$ cat config.mk
export PLATFORM = sky130hd
export DESIGN_NAME = cpu_ex_branch_flat
export DESIGN_NICKNAME = d
export VERILOG_FILES = /design/src/rtl/cpu_ex_branch_if.sv /design/src/rtl/cpu_ex_branch.sv /design/src/flat_wrapper.sv
export SDC_FILE = /design/constraint.sdc
export NUM_CORES = 1
export LEC_CHECK = 0
export CORE_ASPECT_RATIO = 1.75
export CORE_MARGIN = 8
export CORE_UTILIZATION = 48
export CTS_CLUSTER_SIZE = 16
export DETAILED_ROUTE_END_ITERATION = 8
export DONT_BUFFER_PORTS = 1
export GPL_ROUTABILITY_DRIVEN = 0
export SLEW_MARGIN = 30
export SYNTH_ARGS = -nofsm -noshare
export SYNTH_HDL_FRONTEND = slang
export SYNTH_SLANG_ARGS = --single-unit
$ cat constraint.sdc
create_clock -name clk -period 19.75 [get_ports clk]
set_clock_uncertainty 0.05 [all_clocks]
set_input_delay 5.925 -clock clk [delete_from_list [all_inputs] [get_ports clk]]
set_output_delay 5.925 -clock clk [all_outputs]
set_load 0.03 [all_outputs]
$ cat src/rtl/cpu_ex_branch_if.sv
// EX-stage branch resolver bus: EX operands in, fetch-redirect and squash controls out.
interface cpu_ex_branch_if;
  logic        ex_valid;
  logic [31:0] ex_pc;
  logic [31:0] ex_ins;
  logic [31:0] rs_data;
  logic [31:0] rt_data;
  logic        md_busy;
  logic [1:0]  pc_inc;
  logic [31:0] next_pc;
  logic        stall;
  logic        flush;
  logic        link_we;
  logic [31:0] link_pc;

  modport master (
    output ex_valid, ex_pc, ex_ins, rs_data, rt_data, md_busy,
    input  pc_inc, next_pc, stall, flush, link_we, link_pc
  );

  modport slave (
    input  ex_valid, ex_pc, ex_ins, rs_data, rt_data, md_busy,
    output pc_inc, next_pc, stall, flush, link_we, link_pc
  );
endinterface

$ cat src/rtl/cpu_ex_branch.sv
// EX-stage control-flow resolver: same-cycle fetch redirect, then squash FLUSH_CYCLES wrong-path slots.
// Optional redirect/squash counters enabled by defining BRANCH_STATS_EN.
module cpu_ex_branch #(
  parameter int FLUSH_CYCLES = 2
) (
  input  logic            clk,
  input  logic            clr_n,
  cpu_ex_branch_if.slave  bus
`ifdef BRANCH_STATS_EN
  ,
  output logic [31:0]     taken_count,
  output logic [31:0]     flush_count
`endif
);

  typedef enum logic {IDLE, FLUSH} state_t;

  localparam logic [1:0] FCNT_INIT = 2'(FLUSH_CYCLES - 1);

  state_t      state;
  logic [1:0]  fcnt;
  logic [5:0]  opcode, funct;
  logic        is_beq, is_bne, is_j, is_jal, is_jr, is_jalr;
  logic        taken, redirect;
  logic [31:0] br_tgt, j_tgt;

  assign opcode  = bus.ex_ins[31:26];
  assign funct   = bus.ex_ins[5:0];
  assign is_beq  = (opcode == 6'h04);
  assign is_bne  = (opcode == 6'h05);
  assign is_j    = (opcode == 6'h02);
  assign is_jal  = (opcode == 6'h03);
  assign is_jr   = (opcode == 6'h00) && (funct == 6'h08);
  assign is_jalr = (opcode == 6'h00) && (funct == 6'h09);

  assign taken = (is_beq && (bus.rs_data == bus.rt_data)) ||
                 (is_bne && (bus.rs_data != bus.rt_data)) ||
                 is_j || is_jal || is_jr || is_jalr;

  assign br_tgt = bus.ex_pc + 32'd1 + {{16{bus.ex_ins[15]}}, bus.ex_ins[15:0]};
  assign j_tgt  = {bus.ex_pc[31:26], bus.ex_ins[25:0]};

  // clr_n gating keeps every combinational output at its reset value while reset is held
  assign bus.stall   = bus.md_busy & clr_n;
  assign bus.flush   = (state == FLUSH);
  assign redirect    = clr_n && (state == IDLE) && bus.ex_valid && taken && !bus.stall;
  assign bus.link_we = clr_n && (state == IDLE) && bus.ex_valid && !bus.stall && (is_jal || is_jalr);
  assign bus.link_pc = bus.ex_pc + 32'd1;

  always_comb begin
    bus.pc_inc  = 2'b00;
    bus.next_pc = 32'd0;
    if (redirect) begin
      if (is_beq || is_bne) begin
        bus.pc_inc  = 2'b01;
        bus.next_pc = br_tgt;
      end else if (is_j || is_jal) begin
        bus.pc_inc  = 2'b10;
        bus.next_pc = j_tgt;
      end else begin
        bus.pc_inc  = 2'b11;
        bus.next_pc = bus.rs_data;
      end
    end
  end

  always_ff @(posedge clk or negedge clr_n) begin
    if (!clr_n) begin
      state <= IDLE;
      fcnt  <= 2'd0;
    end else begin
      case (state)
        IDLE: if (redirect) begin
          state <= FLUSH;
          fcnt  <= FCNT_INIT;
        end
        FLUSH: if (!bus.stall) begin
          if (fcnt == 2'd0) state <= IDLE;
          else              fcnt  <= fcnt - 2'd1;
        end
        default: state <= IDLE;
      endcase
    end
  end

`ifdef BRANCH_STATS_EN
  always_ff @(posedge clk or negedge clr_n) begin
    if (!clr_n) begin
      taken_count <= 32'd0;
      flush_count <= 32'd0;
    end else begin
      if (redirect)                 taken_count <= taken_count + 32'd1;
      if (bus.flush && !bus.stall)  flush_count <= flush_count + 32'd1;
    end
  end
`endif

endmodule

$ cat src/flat_wrapper.sv
// flat-port wrapper written by rule: the top's interface ports become plain ports
module cpu_ex_branch_flat 
#(
  parameter int FLUSH_CYCLES = 2
)
  (clk, clr_n, bus_ex_valid, bus_ex_pc, bus_ex_ins, bus_rs_data, bus_rt_data, bus_md_busy, bus_pc_inc, bus_next_pc, bus_stall, bus_flush, bus_link_we, bus_link_pc);
  cpu_ex_branch_if bus_i ();
  input  logic clk;
  input  logic clr_n;
  input wire logic [$bits(bus_i.ex_valid)-1:0] bus_ex_valid;
  input wire logic [$bits(bus_i.ex_pc)-1:0] bus_ex_pc;
  input wire logic [$bits(bus_i.ex_ins)-1:0] bus_ex_ins;
  input wire logic [$bits(bus_i.rs_data)-1:0] bus_rs_data;
  input wire logic [$bits(bus_i.rt_data)-1:0] bus_rt_data;
  input wire logic [$bits(bus_i.md_busy)-1:0] bus_md_busy;
  output wire logic [$bits(bus_i.pc_inc)-1:0] bus_pc_inc;
  output wire logic [$bits(bus_i.next_pc)-1:0] bus_next_pc;
  output wire logic [$bits(bus_i.stall)-1:0] bus_stall;
  output wire logic [$bits(bus_i.flush)-1:0] bus_flush;
  output wire logic [$bits(bus_i.link_we)-1:0] bus_link_we;
  output wire logic [$bits(bus_i.link_pc)-1:0] bus_link_pc;
  assign bus_i.ex_valid = bus_ex_valid;
  assign bus_i.ex_pc = bus_ex_pc;
  assign bus_i.ex_ins = bus_ex_ins;
  assign bus_i.rs_data = bus_rs_data;
  assign bus_i.rt_data = bus_rt_data;
  assign bus_i.md_busy = bus_md_busy;
  assign bus_pc_inc = bus_i.pc_inc;
  assign bus_next_pc = bus_i.next_pc;
  assign bus_stall = bus_i.stall;
  assign bus_flush = bus_i.flush;
  assign bus_link_we = bus_i.link_we;
  assign bus_link_pc = bus_i.link_pc;
  cpu_ex_branch #(.FLUSH_CYCLES(FLUSH_CYCLES)) u_core (.clk(clk), .clr_n(clr_n), .bus(bus_i));
endmodule
# After elaboration in Yosys (flattened, before gate mapping)
# Cells that the tools add are included.
totals:
  register_bits: 3
  inputBits: 132
  output_inout_bits: 69
  wordCells: 54
classes:
  n_addsub: 3
  eq_ne: 11
  mux: 14
  bitwise_logic: 2
  reduce_logical: 22
ops:
  columns: ["cell", "count"]
  rows:
  - ["$mux 32", 3]
  - ["$add 32x1->32 const B", 1]
  - ["$add 32x32->32", 1]
  - ["$eq 32x32->1", 1]
  - ["$ne 32x32->1", 1]
  - ["$eq 6x2->1 const B", 2]
  - ["$eq 6x3->1 const B", 2]
  - ["$eq 6x4->1 const B", 2]
  - ["$logic_and 1x1->1", 10]
  - ["$mux 2", 5]
  - ["$logic_or 1x1->1", 8]
  - ["$logic_not 6->1", 1]
  - ["$mux 1", 4]
  - ["$ne 2x2->1 const B", 2]
  - ["$pmux 2 s2", 1]
  - ["$reduce_and 3->1", 1]
  - ["$logic_not 2->1", 1]
  - ["$ne 2x1->1 const B", 1]
  - ["$pmux 1 s2", 1]
  - ["$sub 2x1->2 const B", 1]
  - ["$and 1x1->1", 1]
  - ["$logic_not 1->1", 1]
  - ["$not 1->1", 1]

# Logic depth before layout (Yosys ltp)
# Gate-level depths: netlist of run 1.
depth:
  word_depth: 11
  depth_mapped: 18
  depth_no_buf: 17

# Worst setup path after synthesis of run 1
# No wires, ideal clock.
synth_timing:
  path_kind: "in2out"
  from: "input bus_ex_pc[3]"
  to: "output bus_next_pc[24]"
  arrival_ns: 10.353
  required_time_ns: 13.775
  slack_ns: 3.422
  path_stages: 15
  path_buffers: 1
  cell_sequence: "and4_4 > and3_1 > nand3_1 > nor2_1 > nand2_1 > xnor2_1 > ha_1 > clkbuf_1 > a21o_1 > a21o_1 > a211oi_1 > a21bo_2 > a31oi_1 > nor2_1 > a2111oi_0"
synth_via:
  elab_chain_cells: 4
synth_rtl:
  columns: ["item", "line_no", "rtl"]
  rows:
  - ["from (decl)", "flat_wrapper.sv:11", "input wire logic [$bits(bus_i.ex_pc)-1:0] bus_ex_pc;"]
  - ["$add 32x1->32", null, null]
  - ["via bus_link_pc[14]", "flat_wrapper.sv:21", "output wire logic [$bits(bus_i.link_pc)-1:0] bus_link_pc;"]
  - ["$add 32x32->32", "cpu_ex_branch.sv:40", "assign br_tgt = bus.ex_pc + 32'd1 + {{16{bus.ex_ins[15]}}, bus.ex_ins[15:0]};"]
  - ["$mux 32", "cpu_ex_branch.sv:54", "if (is_beq || is_bne) begin"]
  - ["$mux 32", "cpu_ex_branch.sv:53", "if (redirect) begin"]
  - ["to (decl)", "flat_wrapper.sv:17", "output wire logic [$bits(bus_i.next_pc)-1:0] bus_next_pc;"]
# The timed path passes the listed nets, and every way through them passes these cells.

# Worst setup path in the final report of run 1
layout_timing:
  from: "input bus_ex_pc[3]"
  to: "output bus_next_pc[31]"
# The elaborated chain is that of the path after synthesis.

==> results of run 1 <==
cells in the mapped netlist (all sizes together), types with 2 or more instances:
library cell	instances
a31oi	11
o21a	2
nand3	17
nor4b	3
nand2b	6
nand4	18
nor3	9
nand3b	2
nor2	41
or4	2
a21o	19
a21oi	42
ha	41
a31o	2
dfrtp	3
and2	5
a211o	2
a2111oi	5
o31ai	2
and3	10
xnor2	66
and4	8
nor4	4
nor2b	6
a211oi	6
a311oi	18
inv	11
buf	3
nand2	96
clkbuf	19
o21bai	2
o21ai	20
or3	2
mux2i	5
xor2	19
path summary, 6_finish.rpt:
check | end | slack [ns] | depth (start not counted)
setup / recovery | bus_next_pc[31] | 2.86 | 15
hold / removal | u_core.fcnt[1]$_DFFE_PN0P_ | 0.46 | 2
setup reg to reg | u_core.fcnt[1]$_DFFE_PN0P_ | 17.16 | 7
hold reg to reg | u_core.fcnt[1]$_DFFE_PN0P_ | 0.46 | 2
max in group asynchronous | u_core.bus.flush$_DFF_PN0_ | 14.23 | 0
min in group asynchronous | u_core.fcnt[0]$_DFFE_PN0P_ | 5.35 | 0
worst max-delay path, stage by stage:
cell	delay, ns
and4_4	0.27
and3_1	0.30
nand3_1	0.15
nor2_1	0.25
and2_1	0.25
and3_1	0.31
nand3_1	0.13
xnor2_1	0.64
ha_1	0.44
a21o_1	0.22
a21o_1	0.18
a2111oi_0	0.68
or3_1	0.21
a21oi_1	0.08
a2111oi_2	0.87
power by group:
| group | internal [mW] | switching (mW) |
|---|---|---|
| Clock | 0.0266 | 0.00565 |
| Sequential | 0.00815 | 0.00114 |
| Combinational | 0.0379 | 0.0594 |
registers in the layout, summed over array words and instances, names as in the netlist:
register and count:
u_core.bus.flush 1, u_core.fcnt 2
area by class of cell:
cell class,count,area share [%]
inverter,11,1.05
sequential,3,1.91
timing repair buffer,10,1.91
multi-input combinational,504,90.3
tap,88,2.80
clock buffer,4,2.00
per-stage QoR:
stage	hold WS, ns	setup WS [ns]
after CTS	0.457	2.90
after detailed placement	0.451	2.92
after floorplan	0.419	3.42
final	0.459	2.86
after global placement	0.433	3.13
after global routing	0.516	2.59
cell usage in the layout (no fill, tap or decap), drive strengths merged, types with 3 or more instances in the layout:
master / netlist / final
a211oi: 6 / 6
a21o: 19 / 19
buf: 3 / 10
a21oi: 42 / 42
clkbuf: 19 / 4
inv: 11 / 11
a2111oi: 5 / 5
nor4: 4 / 4
mux2i: 5 / 5
dfrtp: 3 / 3
o21ai: 20 / 20
nand2: 96 / 96
a31oi: 11 / 11
a311oi: 18 / 18
and4: 8 / 8
nor2b: 6 / 6
xnor2: 66 / 66
xor2: 19 / 19
nand3: 17 / 17
nor2: 41 / 41
nand4: 18 / 18
nand2b: 6 / 6
nor3: 9 / 9
and3: 10 / 10
nor4b: 3 / 3
and2: 5 / 5
ha: 41 / 41
kinds of logic after synthesis:
logic type | count (synthesis) | share of synthesized area [%]
compound gates | 138 | 26.3
xor+xnor | 85 | 20.5
fa+ha+maj | 42 | 14.7
buf+inv | 33 | 3.62
flops | 3 | 2.07
mux | 6 | 1.69
simple gates | 233 | 31.2
metal layers:
layer | GRT usage [%] | up-vias | wire length (µm)
met4 | 12.1 | 0 | 621
met1 | 25.8 | 1914 | 4900
met2 | 48.9 | 215 | 7700
li1 | - | 1959 | -
met5 | 0 | - | 0
met3 | 6.69 | 24 | 1400
==> metrics.yaml, run 1 <==
ys_types: 56
start_util_pct: 48.7
cts_hold_buf: 0
setup_viol: 0
io_buffers: 0
drv_slew: 0
finalNetCount: 707
vias: 4112
antenna_found_initial: 0
design_area_um2: 3930
critPathCaptureType: "output port"
outcome: "completed"
first_pass_iters: 4
ant_nets: 0
wl_per_cell_um: 23.6
post-cts-setup-buffers: 0
dp_hpwl_um: 12500
grt_overflow: 0
startpoint: "bus_ex_pc[3]"
syn_nets: 714
p_leak_nw: 1.61
worstPathArrival_ns: 10.92
worst_pin_slew_ns: 0.996
synth-edff-count: 0
worstSetupStartpointType: "input pin"
grt_pass1_wl_um: 22000
p_total_mw: 0.139
postSynthAreaPerCell_um2: 6.73
synth-seq-cells: 3
min_period_ns: 16.89
dpl_cell_area_um2: 3850
clock-sinks: 3
drv_cap: 0
cts_max_path_buffers: 2
power_density_nw_per_um2: 35.3
num_antenna_cells: 0
min_period_over_period_pct: 85.5
min-delay-start: "u_core.fcnt[1]$_DFFE_PN0P_"
setup_tns_ns: 0
place_inst: 616
synth_area_um2: 3630
synth_ff_type: "dfrtp_1"
layoutNonFillerInstCount: 620
die_width_um: 81.8
cts.repair.resized: 0
async_flop_share_pct: 100
ios: 201
max_freq_ghz: 0.0592
syn_to_final_growth_pct: 8.23
required_ns: 13.78
fillCellCount: 792
core_area_um2: 7460
synth_area_leaders: "xnor2_1 (16%), ha_1 (14%), nand2_1 (9.9%)"
multiInputGateArea_um2: 3550
finalHoldViolCount: 0
tritoncts: "yes"
root_buffer: "clkbuf_16"
chipHeight_um: 131
viasPerCell: 6.63
cts_buffers: 3
wirelength_um: 14600
synth_top_area_share_pct: 15.9
worstHoldPathType: "reg2reg"
max-vdd-ir-drop_mv: 0.0353
rows: 42
rsz0062_at_grt: "false"
drive_gt1_share_pct: 8.08
slew_headroom_pct: 33.1
syn-instance-count: 540
ff_latch_area_um2: 75.1
synth_top_cell_by_area: "xnor2_1"
h-tree-depth: 1
path_class: "in2out"
track_usage_pct: 26.3
final_util_pct: 52.7
grt_max_degree: 37
clk_pin_slew_ns: 0.03
clock_latency_ns: 0.22
grt_pass1_vias: 4313
drtIter0Drc: 184
ys_warn_count: 0
worstReg2RegStart: "u_core.bus.flush$_DFF_PN0_"
die_area_um2: 10700
worstPathMaxFanout: 8
drc: 0
yosysSeqAreaShare_pct: 2.07
Note: power is estimated with default switching activity, not from simulation.
==> run 2: changes to the inputs <==
ABC_AREA = 1   (was not set)
clock period = 18.9 ns   (was 19.75 ns; I/O delays follow)
==> run 2 against run 1 <==
Net effect: cell area increased by 20%; sequential power decreased by 16%; largest power group unchanged; count of clock-buffer cells in the layout unchanged; sequential cell count unchanged; die area increased by 20%; non-clock buffer count decreased by 7; utilization decreased by 1.9 points; worst setup slack improved by 1.1 ns; combinational power increased by 14%.
==> metrics.yaml, run 2 <==
viasPerCell: 5.69
final_common_cell: "nand2_1"
worstPathMaxFanout: 4
path_class: "in2out"
wirelength_um: 18900
die_width_um: 89.4
setup_tns_ns: 0
crit_path_cell_trace: "nand3_1 -> nor2_2 -> nand2_1 -> nor3_1 -> xor2_1 -> ha_1 -> a21oi_1 -> a21boi_0 -> nand2_1 -> a21oi_1 -> nand3_1 -> nand3_1 -> nand2_1 -> nor2_1"
core_area_um2: 9290
dpl_cell_area_um2: 4640
synth-seq-cells: 3
crit_cells: 14
drv_cap: 0
grt_overflow: 0
syn_to_final_growth_pct: 4.49
root_buffer: "clkbuf_16"
cts.repair.resized: 0
start_util_pct: 48.6
io_buffers: 0
max-vdd-ir-drop_mv: 0.0371
die_area_um2: 12900
multiInputGateArea_um2: 3820
first_pass_iters: 5
vias: 5848
crit_path_top_delay_cell: "xor2_1"
grt_pass1_wl_um: 28200
cpPeakStageDelay_ns: 0.83
track_usage_pct: 28.6
antenna_found_initial: 0
num_antenna_cells: 0
grt_max_degree: 47
worstHoldPathType: "reg2reg"
ff_latch_area_um2: 75.1
clock-sinks: 3
synth_area_um2: 4520
synth_top_area_share_pct: 24.8
fillCellCount: 1075
yosysSeqAreaShare_pct: 1.66
drive_gt1_share_pct: 2.43
outcome: "completed"
cts_hold_buf: 0
cp_num_buf_inv: 0
ys_types: 33
clock_latency_ns: 0.22
hold_path_depth: 2
wl_per_cell_um: 18.4
design_area_um2: 4720
h-tree-depth: 1
finalNetCount: 1080
synth_area_leaders: "nand2_1 (25%), inv_1 (12%), ha_1 (11%)"
syn_nets: 1087
rows: 47
synth_common_cells: "nand2_1 (299), inv_1 (147), nor2_1 (113)"
critPathCaptureType: "output port"
cts_max_path_buffers: 2
synth_ff_type: "dfrtp_1"
worst_pin_slew_ns: 1.02
yosys.cell_count.top_type: "nand2_1"
min_period_ns: 14.98
p_leak_nw: 2.60
worstSetupStartpointType: "input pin"
clk_pin_slew_ns: 0.03
ios: 201
slew_headroom_pct: 32.0
postSynthAreaPerCell_um2: 4.95
tritoncts: "yes"
setup_viol: 0
largest_reg_flops: 2
dp_hpwl_um: 16700
post-cts-setup-buffers: 0
rsz0062_at_grt: "false"
drtIter0Drc: 311
critPathTopFamily: "simple AND/OR/NAND/NOR gates"
grt_pass1_vias: 5697
rr_worst_depth: 4
top_register: "u_core.fcnt"
syn-instance-count: 913
drc: 0
required_ns: 13.18
min_period_over_period_pct: 79.3
power_density_nw_per_um2: 32.2
drv_slew: 0
cts_buffers: 3
max_freq_ghz: 0.0667
ant_nets: 0
layoutNonFillerInstCount: 1027
finalHoldViolCount: 0
worstPathArrival_ns: 9.26
final_cell_mix: "nand2_1 (299), inv_1 (147), nor2_1 (113)"
synth-edff-count: 0
place_inst: 1023
synth_top_cell_by_area: "nand2_1"
async_flop_share_pct: 100
ys_warn_count: 0
chipHeight_um: 144
==> run 2: cell count changes after synthesis, sizes merged, moves of 21 or more <==
| cell | previous run | this run |
|---|---|---|
| o21ai | 20 | 48 |
| xnor2 | 66 | 24 |
| nand3 | 17 | 54 |
| nand2 | 96 | 300 |
| nor3 | 9 | 30 |
| inv | 11 | 152 |
| a21oi | 42 | 67 |
| nor2 | 41 | 116 |
==> run 2: metrics by stage <==
| stage | util (%) | setup slack [ns] | hold WS, ns | power (mW) |
|---|---|---|---|---|
| 6_report | 50.8 | 3.92 | 0.440 | 0.152 |
| 5_1_grt | 50.8 | 3.52 | 0.478 | 0.167 |
| 4_1_cts | 50.7 | 3.88 | 0.443 | 0.152 |
| 2_1_floorplan | - | 4.56 | 0.419 | 0.0931 |
| 3_5_place_dp | 49.9 | 3.89 | 0.436 | 0.118 |
| 3_3_place_gp | 49.8 | 3.96 | 0.433 | 0.116 |
==> run 2: final cells by class <==
class | count | area share (%)
tap | 122 | 3.23
timing repair buffer | 3 | 0.477
multi-input combinational | 743 | 80.9
clock buffer | 4 | 1.67
sequential | 3 | 1.59
inverter | 152 | 12.1
==> run 2: kinds of logic (layout without fill, tap and decap cells) <==
group / count (synthesis) / count (layout) / synth area share (%)
AO/OA/AOI/OAI: 130 / 130 / 15.2
XOR/XNOR: 50 / 50 / 9.69
adder cells (fa/ha/maj): 42 / 42 / 11.8
buffers and inverters: 167 / 159 / 14.1
flip-flops: 3 / 3 / 1.66
AND/OR/NAND/NOR: 521 / 521 / 47.5
==> run 2: metal layers <==
| layer | global-route usage [%] | vias up | share of wire [%] |
|---|---|---|---|
| met1 | 24.2 | 2549 | 30 |
| met3 | 8.25 | 91 | 12 |
| met2 | 51.2 | 347 | 48 |
| met5 | 0 | - | 0 |
| li1 | - | 2861 | - |
| met4 | 26.7 | 0 | 11 |
==> run 2: where the power goes <==
group	leakage (nW)	switching (mW)	internal (mW)
sequential	0.0407	0.000571	0.00727
combinational	2.52	0.0758	0.0354
clock	0.0382	0.00532	0.0278
total	2.60	0.0817	0.0705
==> run 2: worst register-to-register path, cell delays in order, from the launching register on <==
cell and delay (ns):
dfrtp_1 0.51, nor3_1 0.59, nand2_2 0.53, nand3_1 0.21
nand2_1 0.08
==> run 2: path summary, 6_finish.rpt <==
check	from	to	slack, ns
min in group asynchronous	clr_n	u_core.fcnt[1]$_DFFE_PN0P_	5.10
worst max register to register	u_core.bus.flush$_DFF_PN0_	u_core.fcnt[0]$_DFFE_PN0P_	16.81
max in group asynchronous	clr_n	u_core.fcnt[0]$_DFFE_PN0P_	13.64
worst min register to register	u_core.fcnt[1]$_DFFE_PN0P_	u_core.fcnt[1]$_DFFE_PN0P_	0.44
worst min-delay path	u_core.fcnt[1]$_DFFE_PN0P_	u_core.fcnt[1]$_DFFE_PN0P_	0.44
worst max-delay path	bus_ex_pc[0]	bus_next_pc[24]	3.92
